==> config.mk <==
export PLATFORM = sky130hd
export DESIGN_NAME = drum_pattern_recorder
export DESIGN_NICKNAME = d
export VERILOG_FILES = /design/src/rtl/drum_pattern_recorder.sv
export SDC_FILE = /design/constraint.sdc
export NUM_CORES = 1
export LEC_CHECK = 0
export CORE_ASPECT_RATIO = 0.9
export CORE_MARGIN = 3
export CORE_UTILIZATION = 50
export CTS_BUF_LIST = sky130_fd_sc_hd__clkbuf_8 sky130_fd_sc_hd__clkbuf_16
export CTS_CLUSTER_DIAMETER = 80
export DETAILED_ROUTE_END_ITERATION = 8
export PLACE_DENSITY = 0.74
export REMOVE_ABC_BUFFERS = 1
export SYNTH_ARGS = -nofsm -noshare
export SYNTH_HDL_FRONTEND = slang
export SYNTH_SLANG_ARGS = --single-unit
export TNS_END_PERCENT = 10
==> constraint.sdc <==
create_clock -name clk -period 5.2 [get_ports clk]
set_clock_uncertainty 0.15 [all_clocks]
set_input_delay 1.04 -clock clk [delete_from_list [all_inputs] [get_ports clk]]
set_output_delay 1.04 -clock clk [all_outputs]
set_load 0.02 [all_outputs]
==> src/rtl/drum_pattern_recorder.sv <==
// drum_pattern_recorder: record side of the step-sequencer drum ring.
// Synchronizes an asynchronous tap input, quantizes each tap to a step of
// a free-running step sequencer, stores it in a STEPS-bit pattern and plays
// the pattern back as one-cycle trigger pulses.
// Optional build macro: DRUM_QUANTIZE_NEAREST_EN selects nearest-step
// quantization instead of the default floor quantization.
module drum_pattern_recorder #(
    parameter int STEPS = 8,
    parameter int DIV_W = 16
) (
    input  logic                     clk,
    input  logic                     rst_n,
    input  logic                     ena,
    input  logic                     tap_in,
    input  logic                     clear,
    input  logic [DIV_W-1:0]         step_period,
    output logic [STEPS-1:0]         pattern_out,
    output logic [$clog2(STEPS)-1:0] step_idx,
    output logic                     step_pulse,
    output logic                     trig_out,
    output logic                     rec_strobe
);

    localparam int IW = $clog2(STEPS);

    // Tap synchronizer and edge detect
    logic             sync1_q;
    logic             sync2_q;
    logic             edge_q;
    logic             tap_rise;

    // Step sequencer
    logic [DIV_W-1:0] div_q, div_d;
    logic [IW-1:0]    idx_q, idx_d;
    logic [IW-1:0]    idx_next;
    logic [DIV_W-1:0] period_eff;
    logic             terminal;
    logic             pulse;

    // Pattern store and playback
    logic [STEPS-1:0] pat_q, pat_d;
    logic             rec_q, rec_d;
    logic             trig_q, trig_d;
    logic [IW-1:0]    tgt;

    // Two-flop synchronizer plus edge-detect flop; runs regardless of ena
    always_ff @(posedge clk or negedge rst_n) begin
        if (!rst_n) begin
            sync1_q <= 1'b0;
            sync2_q <= 1'b0;
            edge_q  <= 1'b0;
        end else begin
            sync1_q <= tap_in;
            sync2_q <= sync1_q;
            edge_q  <= sync2_q;
        end
    end

    assign tap_rise = sync2_q & ~edge_q;

    // A period of zero behaves as one; using >= also catches a counter left
    // beyond the terminal value after the period is shortened
    assign period_eff = (step_period == '0) ? DIV_W'(1) : step_period;
    assign terminal   = (div_q >= (period_eff - DIV_W'(1)));
    assign idx_next   = idx_q + IW'(1);

    // step_pulse is combinational from state; gated by rst_n so it reads 0
    // while reset is held even when the period is 1
    assign pulse = rst_n & ena & terminal;

    // Divider and step index next state
    always_comb begin
        div_d = div_q;
        idx_d = idx_q;
        if (ena) begin
            if (terminal) begin
                div_d = '0;
                idx_d = idx_next;
            end else begin
                div_d = div_q + DIV_W'(1);
            end
        end
    end

    // Quantization target for a tap seen this cycle
`ifdef DRUM_QUANTIZE_NEAREST_EN
    logic late_tap;
    assign late_tap = (div_q >= (period_eff >> 1));
    assign tgt      = late_tap ? idx_next : idx_q;
`else
    assign tgt = idx_q;
`endif

    // Pattern write / clear and playback trigger next state
    always_comb begin
        pat_d = pat_q;
        rec_d = 1'b0;
        if (clear) begin
            pat_d = '0;
        end else if (ena && tap_rise) begin
            pat_d = pat_q | (STEPS'(1) << tgt);
            rec_d = 1'b1;
        end
        // Playback looks at the step being entered, including this cycle's write/clear
        trig_d = pulse & pat_d[idx_next];
    end

    // Sequencer, pattern and output registers
    always_ff @(posedge clk or negedge rst_n) begin
        if (!rst_n) begin
            div_q  <= '0;
            idx_q  <= '0;
            pat_q  <= '0;
            rec_q  <= 1'b0;
            trig_q <= 1'b0;
        end else begin
            div_q  <= div_d;
            idx_q  <= idx_d;
            pat_q  <= pat_d;
            rec_q  <= rec_d;
            trig_q <= trig_d;
        end
    end

    assign pattern_out = pat_q;
    assign step_idx    = idx_q;
    assign step_pulse  = pulse;
    assign trig_out    = trig_q;
    assign rec_strobe  = rec_q;

endmodule
==> summary.md <==
| Metric | Value |
|---|---|
| Outcome | finished with violations |
| Failing checks | setup timing |
| Static Leak | 1.57 nW |
| Data arrival time of the critical path | 4140 ps |
| Transition time at the pin with the least slew margin | 572 ps |
| Effective utilization at floorplan | between 50% and 60% |
| Endpoints failing hold | 0 |
| Clock insertion delay at the later pin of the skew report | 300 ps |
| Placed cell count | 383 |
| Tcrit/Tclk final | 103% |
| Total Die Area | 0.00565 mm² |
| Dominant register cell in the synthesized netlist | sky130_fd_sc_hd__dfrtp_1 |
| Share of Yosys cell area claimed by the top area cell type | roughly 34% |
| Number of hold buffers added after cts | 0 |
| Buffer depth of the longest clock path | 2 |
| Hold Slack | 204 ps |
| Core Area | roughly 0.0045 mm² |
| Count of input and output buffers | 34 |
| Half-perimeter wire length after detailed placement | 4.52 mm |
| Most area-consuming cells after synthesis | sky130_fd_sc_hd__dfrtp_1 34%, sky130_fd_sc_hd__ha_1 13%, sky130_fd_sc_hd__xor2_1 5.9% |
| Min setup slack post-route | -134 ps |
| Fin util | 77.0% |
| Most frequently used cell type in the post-synthesis netlist | sky130_fd_sc_hd__dfrtp_1 |
| Buffer cell driving the clock tree root | sky130_fd_sc_hd__clkbuf_8 |
| Mapped Area | 0.00239 mm² |
| Fraction of layout cells with a size suffix above 1 | 35.5% |
| First-pass iteration count of the detailed router | 4 |
| Global routing met3 resource utilization | roughly 4.6% |
| Peak supply drop | 0.181 mV |
| Crit path launch type | input port |
| Post-layout power | 850 µW |
| Global-route wire length before repair | approximately 11 mm |
| Leading cell types by count after synthesis | 32 x sky130_fd_sc_hd__dfrtp_1, 24 x sky130_fd_sc_hd__ha_1, 20 x sky130_fd_sc_hd__nand2_1 |
| Synthesized area divided by synthesized cell count | 9.34 µm² |
| Highest Clock Rate | 0.187 GHz |
| Highest net fanout along the worst path | 3 |
| Clock transition at path regs | approximately 70 ps |
| Number of vias per cell | 5.80 |
| Number of enable-type register cells in the synthesized netlist | 0 |
| Number of violations reported at the end of detailed-routing iteration 0 | 178 |
| Floorplan row count | 23 |
| Worst Hold Launch | sync1_q |
| TritonCTS clock tree | done |
| Ant. Diodes | 0 |
| Number of slew-limit violations in the final report | 0 |
| Global-route met2 utilization | approximately 43% |
| Initial antenna violation count | 0 |
| Slew HR | between 60% and 70% |
| Proportion of synthesized flip-flops having asynchronous set or reset | 100% |
| Post-route non-filler standard cell count | 414 |
| Setup violators final | 1 |
| Routability Congestion | roughly 0.85 |
| Clock period minus worst slack | 5330 ps |
| Hold Path Class | reg2reg |
| Inserted Clock Buffers | 5 |
| Num ports | 35 |
| Met1 Usage GRT | roughly 34% |
| Layout overhead on the synthesized area | 45.7% |
| DIE HEIGHT | 71.6 µm |
| Max_cap viols | 0 |
| Capturing element type of the critical path | output port |
| Overall via count from detail_route | between 2000 and 2500 |
| Largest area contributor in the netlist | sky130_fd_sc_hd__dfrtp_1 |
| RSZ-0062 raised after global routing | true |
| Depth of the CTS H-tree | 2 |
| Horizontal extent of the die | around 79 µm |
| Busiest grt layer | met2 |
| Total detailed-routing wirelength | 7.44 mm |
| Residual DRC | 0 |
| PwrDens | between 200 and 250 mW/mm² |
| Remaining global-route overflow | 0 |
| Cell count after synthesis | 256 |
| Crit path kind | in2out |
| Largest net degree at the start of global routing | 33 |
| Sequential share of the synthesized area | 33.5% |
| Required time at the endpoint of the critical path | between 4000 and 5000 ps |
| Routed length per placed instance | 18.0 µm |
| Antenna viol nets, final | 0 |
| Number of storage elements in the synthesis netlist | 32 |
| GR Util All Layers | 25.6% |
| Crit path from | step_period[8] |
| Post-layout nets | 396 |
| Warnings, synthesis | 0 |
| Via count of the first global-routing pass | about 2400 |
| Source of the worst register-to-register timing path | div_q[14] |
| Number of distinct library cells after synthesis | 49 |
| # clock sinks | 32 |
==> cell type report <==
class / instances / area [µm²]
Clock buffer: 7 / 96.3
Sequential cell: 32 / 801
Inverter: 11 / 41.3
Fill cell: 301 / 1040
Tap cell: 62 / 77.6
Timing Repair Buffer: 97 / 802
Clock inverter: 1 / 30.0
Multi-Input combinational cell: 204 / 1630
==> per-layer routing <==
metal	wire length, µm	up-vias
met3	496	28
li1	-	1123
met5	0	-
met2	3690	81
met1	3000	1171
met4	261	0
==> through the flow <==
stage	TNS (ps)	area (µm²)	setup slack (ps)
2_1_floorplan	-191	2350	-191
3_3_place_gp	-693	3070	-693
3_5_place_dp	-829	3070	-829
4_1_cts	0	3410	5.62
5_1_grt	-225	3480	-225
6_report	-134	3480	-134
==> placed cells by master, fill, tap and decap left out, drive strengths merged, types with 3 or more instances in the layout <==
master / instances
a21oi: 21
or3: 5
dfrtp: 32
ha: 24
xor2: 16
nand3: 8
clkdlybuf4s50: 17
a211oi: 3
nand2b: 4
buf: 74
nand4: 8
xnor2: 8
nor2: 19
nor4: 4
nor2b: 6
and3: 3
o21ai: 8
clkbuf: 13
inv: 11
nand2: 20
nor3: 11
==> final timing paths <==
check                                  to  slack, ps  cells past startpoint
setup / recovery               step_pulse       -130                     16
hold / removal                    sync2_q        200                      0
setup reg to reg                 trig_out       2370                      8
hold reg to reg                   sync2_q        200                      0
max in group asynchronous  pattern_out[6]       3540                      2
min in group asynchronous  pattern_out[0]       1050                      2
==> worst max-delay path, cell delays in order <==
cell	delay (ps)
sky130_fd_sc_hd__buf_6	110
sky130_fd_sc_hd__nor4_4	310
sky130_fd_sc_hd__nand4_1	240
sky130_fd_sc_hd__nor2_2	220
sky130_fd_sc_hd__nor2_2	70
sky130_fd_sc_hd__ha_2	180
sky130_fd_sc_hd__buf_4	120
sky130_fd_sc_hd__buf_4	120
sky130_fd_sc_hd__buf_4	130
sky130_fd_sc_hd__xnor2_1	120
sky130_fd_sc_hd__ha_1	200
sky130_fd_sc_hd__a2111o_1	390
sky130_fd_sc_hd__a2111oi_4	500
sky130_fd_sc_hd__o21ai_4	110
sky130_fd_sc_hd__nor2b_4	150
sky130_fd_sc_hd__buf_6	130
==> state kept, by name (all words and copies together), names as in the netlist <==
name         count
div_q           16
edge_q           1
pattern_out      8
rec_strobe       1
step_idx         3
sync1_q          1
sync2_q          1
trig_out         1
==> where the power goes <==
group | internal (mW) | switching (mW)
logic | 0.126 | 0.145
clock network | 0.169 | 0.0997
registers | 0.273 | 0.0367
==> logic make-up (layout without fill, tap and decap cells) <==
logic type                 Yosys count  in the layout  synth area share (%)
AOI/OAI and AO/OA                   55             55                  19.0
xor gates and xnor gates            24             24                  8.80
buffers and inverters               20            116                  3.46
adders and majority gates           24             24                  12.6
DFF                                 32             32                  33.5
and+or+nand+nor                     98             98                  21.3
muxes                                3              3                  1.36
==> what timing repair did <==
action / 4_1_cts / 5_1_grt
pin swaps: 26 / 22
resized for setup: 62 / 44
setup buffers: 19 / 5
setup endpoints to repair: 1 / 1
No activity file was read; power rests on OpenSTA's default activity.
